**src/rtl/signed_adder.sv**
```systemverilog
`default_nettype none
// ============================================================================
// Module      : signed_adder
// Description : Registered signed adder. Sign-extends two WIDTH-bit
//               two's-complement operands to WIDTH+1 bits, adds them and
//               holds the exact sum in a single output register with a
//               synchronous clear.
// Revision    : 1.0 - initial release
// ============================================================================
module signed_adder #(
  parameter int WIDTH = 4
) (
  output logic signed [WIDTH:0]   c,
  input  logic signed [WIDTH-1:0] a,
  input  logic signed [WIDTH-1:0] b,
  input  logic                    clk,
  input  logic                    rst
);

  // One extra bit of headroom holds every possible sum, so the add is exact.
  localparam int c_sum_w = WIDTH + 1;

  logic signed [c_sum_w-1:0] w_a_ext;
  logic signed [c_sum_w-1:0] w_b_ext;
  logic signed [c_sum_w-1:0] w_sum;
  logic signed [c_sum_w-1:0] r_c;

  // Sign-extend both operands before the add so the carry-out is kept.
  always_comb begin
    w_a_ext = {a[WIDTH-1], a};
    w_b_ext = {b[WIDTH-1], b};
    w_sum   = w_a_ext + w_b_ext;
  end

  // Output register: a reset edge clears it, otherwise it captures the sum.
  always_ff @(posedge clk) begin
    if (rst) begin
      r_c <= '0;
    end else begin
      r_c <= w_sum;
    end
  end

  // The result is driven only from the register, never from the operands.
  assign c = r_c;

endmodule
`default_nettype wire

```
**config.mk**
```make
export PLATFORM = sky130hd
export DESIGN_NAME = signed_adder
export DESIGN_NICKNAME = d
export VERILOG_FILES = /design/src/rtl/signed_adder.sv
export SDC_FILE = /design/constraint.sdc
export NUM_CORES = 1
export LEC_CHECK = 0
export ABC_AREA = 1
export CAP_MARGIN = 10
export CORE_AREA = 2 2 39 41
export CTS_CLUSTER_SIZE = 25
export DETAILED_ROUTE_END_ITERATION = 7
export DIE_AREA = 0 0 41 43
export GPL_ROUTABILITY_DRIVEN = 0
export SYNTH_ARGS = -nofsm -noshare
export SYNTH_HDL_FRONTEND = slang
export SYNTH_SLANG_ARGS = --single-unit
```
**constraint.sdc**
```tcl
create_clock -name clk -period 3.73 [get_ports clk]
set_input_delay 0.5595 -clock clk [delete_from_list [all_inputs] [get_ports clk]]
set_output_delay 0.5595 -clock clk [all_outputs]
set_load 0.02 [all_outputs]
```
* Word level (Yosys, flattened, before mapping)
Index checks and enable logic that the tools add are counted.
Cells by class: add/subtract/negate cells 1
Operators by type and width (number):
- $add A4 B4 Y5 | 1
Word-level totals: bits in registers 5, input port bits 10, output and inout port bits 5

* Depth between registers and ports, before layout
depth in word-level cells 1, mapped depth 6, mapped depth without buffers 6

* Least setup slack after synthesis
OpenSTA, ideal clock, no wires.
kind in2reg, start in a[0], end reg r_c[4] (netlist: c[4]), arrival time 1.444 ns, data required time 3.611 ns, path slack 2.167 ns, stages 6, cells stage by stage ha_1 -> inv_1 -> fa_1 -> or2_1 -> nand2_1 -> a21oi_1
Between the ends: cells in the longest elaborated chain, start to end 1
RTL lines:
- from (decl) | RTL line 14 | input logic signed [WIDTH-1:0] a,
- $add A4 B4 Y5 | RTL line 32 | w_sum = w_a_ext + w_b_ext;
- to (signal assigned) | RTL line 40 | r_c <= w_sum;
- to (decl) | RTL line 26 | logic signed [c_sum_w-1:0] r_c;
Every way passes these cells. A chain may end at the register's enable or synchronous reset.

* Worst setup path after layout
Same ends and word-level chain as after synthesis.

==> impl_metrics.env <==
export IMPL_cts_root_buffer="clkbuf_4"
export IMPL_die_y_um=43
export IMPL_setup_viol=0
export IMPL_clock_sinks=5
export IMPL_worstPathRequired_ns=3.85
export IMPL_ant_nets=0
export IMPL_overflow=0
export IMPL_routedWlPerCell_um=7.00
export IMPL_cap_violations=0
export IMPL_worstHoldPathCells=2
export IMPL_yosys_top_cells_area="dfxtp_1 (37%), ha_1 (19%), inv_1 (9.8%)"
export IMPL_antenna_found_initial=0
export IMPL_tns_ns=0
export IMPL_yosysSeqAreaShare_pct=37.2
export IMPL_clk_pin_slew_ns=0.04
export IMPL_p_leak_nw=0.217
export IMPL_max_freq_ghz=0.533
export IMPL_grt_pass1_wl_um=855
export IMPL_ys_ff_latch=5
export IMPL_powerDensity_nw_per_um2=364
export IMPL_grt_pass1_vias=263
export IMPL_syn_inst=34
export IMPL_whs_ns=0.897
export IMPL_cts_setup_buffers=0
export IMPL_crit_arrival_ns=2.00
export IMPL_yosys_warnings=0
export IMPL_synth_cell_types=10
export IMPL_tritoncts="done"
export IMPL_syn_num_nets=49
export IMPL_viasPerCell=3.85
export IMPL_ctsHoldBuffers=0
export IMPL_drive_gt1_share_pct=5.77
export IMPL_status="complete, no violations"
export IMPL_cts_htree_levels=1
export IMPL_portBuffers=14
export IMPL_min_path_type="in -> reg"
export IMPL_dr_first_iter_drc_count=3
export IMPL_core_um2=1380
export IMPL_grt_max_degree=5
export IMPL_fin_crit_sh_pct=50.3
export IMPL_largest_reg_flops=5
export IMPL_cts_buffers=3
export IMPL_grt_use_total_pct=7.44
export IMPL_cts_resized=0
export IMPL_end_kind="flip-flop"
export IMPL_min_delay_start="rst"
export IMPL_placementRows=14
export IMPL_antenna_cells=0
export IMPL_synth_top_cell_by_area="dfxtp_1"
export IMPL_rsz0062_at_grt="false"
export IMPL_die_x_um=41
export IMPL_ios=15
export IMPL_wirelength_um=476
export IMPL_tightest_slew_ns=0.209
export IMPL_path_max_fanout=2
export IMPL_ir_drop_mv=0.0912
export IMPL_drc=0
export IMPL_nNetsFinal=68
export IMPL_final_cell_mix="clkdlybuf4s50_1 (14), inv_1 (7), nand2_1 (6)"
export IMPL_maxSlewViolCount=0
export IMPL_layout_cells_most_common="clkdlybuf4s50_1"
export IMPL_syn_area_per_cell_um2=7.91
export IMPL_layout_min_cycle_time_ns=1.88
export IMPL_drtPass1Iterations=2
export IMPL_hold_viol_final=0
export IMPL_start_util_pct=19.4
export IMPL_slew_headroom_pct=86.0
export IMPL_critPathKind="in -> reg"
export IMPL_route_vias_total=262
export IMPL_synth_top_cell_area_share_pct=37.2
export IMPL_min_to="c[1]"
export IMPL_dieArea_um2=1760
export IMPL_areaGrowthSynthToFinish_pct=69.3
export IMPL_cts_buffer_depth=2
export IMPL_dp_hpwl_um=418
export IMPL_power_w=0.000166
export IMPL_start_kind="primary input"
export IMPL_netlist_area_um2=269
[Yosys cell counts]
cell type,n
inv_1,7
nand2_1,6
dfxtp_1,5
nor2_1,5
ha_1,4
a21oi_1,3
fa_1,1
nand3_1,1
o21ai_0,1
or2_1,1
[logic make-up (layout without fill, tap and decap cells)]
kind of cell,count (synthesis),count (layout),share of synthesized area (%)
and+or+nand+nor,13,13,19.5
buffers and inverters,7,25,9.77
adders and majority gates,5,5,26.0
AOI/OAI and AO/OA,4,4,7.44
DFF,5,5,37.2
[layer usage]
layer  track usage, %  share of wire (%)  up-vias
li1                 -                  -      141
met1             6.47                 41      112
met2             11.9                 50        9
met3             2.09                8.2        0
met4             8.00                  0        0
met5                0                  0        -
[where the power goes]
| group | total [W] | leakage, nW | internal (W) | switching (W) |
|---|---|---|---|---|
| combinational | 0.0000456 | 0.161 | 0.0000246 | 0.0000209 |
| clock | 0.0000600 | 0.0150 | 0.0000403 | 0.0000197 |
| sequential | 0.0000603 | 0.0417 | 0.0000591 | 0.00000123 |
[per-stage QoR]
step / instance area [µm²] / setup slack, ns / cells / utilization, %
6_report: 455 / 1.85 / 68 / 32.9
5_1_grt: 455 / 1.79 / 68 / 32.9
4_1_cts: 455 / 1.87 / 68 / 32.9
3_5_place_dp: 429 / 1.62 / 64 / 31.0
3_3_place_gp: 429 / 1.64 / 64 / 31.0
2_1_floorplan: 269 / 2.17 / 34 / -
[worst max-delay path: stages]
cell,delay [ns]
clkdlybuf4s50_1,0.46
ha_1,0.17
inv_1,0.06
fa_1,0.37
or2_1,0.27
nand2_1,0.07
a21oi_1,0.06
[final cells by class]
class	instances	area, µm²
Multi-Input combinational cell	22	143
Clock buffer	4	26.3
Sequential cell	5	100
Fill cell	150	928
Timing Repair Buffer	14	140
Tap cell	16	20.0
Inverter	7	26.3
[worst max path at each step]
| stage | startpoint | to | slack, ns | cells after the start |
|---|---|---|---|---|
| after detailed placement | a[0] | c[4] | 1.62 | 7 |
| after global placement | a[0] | c[4] | 1.64 | 7 |
| final | a[0] | c[4] | 1.85 | 7 |
| after floorplan | a[0] | c[4] | 2.17 | 6 |
| after global routing | a[0] | c[4] | 1.79 | 7 |
| after CTS | a[0] | c[4] | 1.87 | 7 |
No activity file was read; power rests on OpenSTA's default activity.
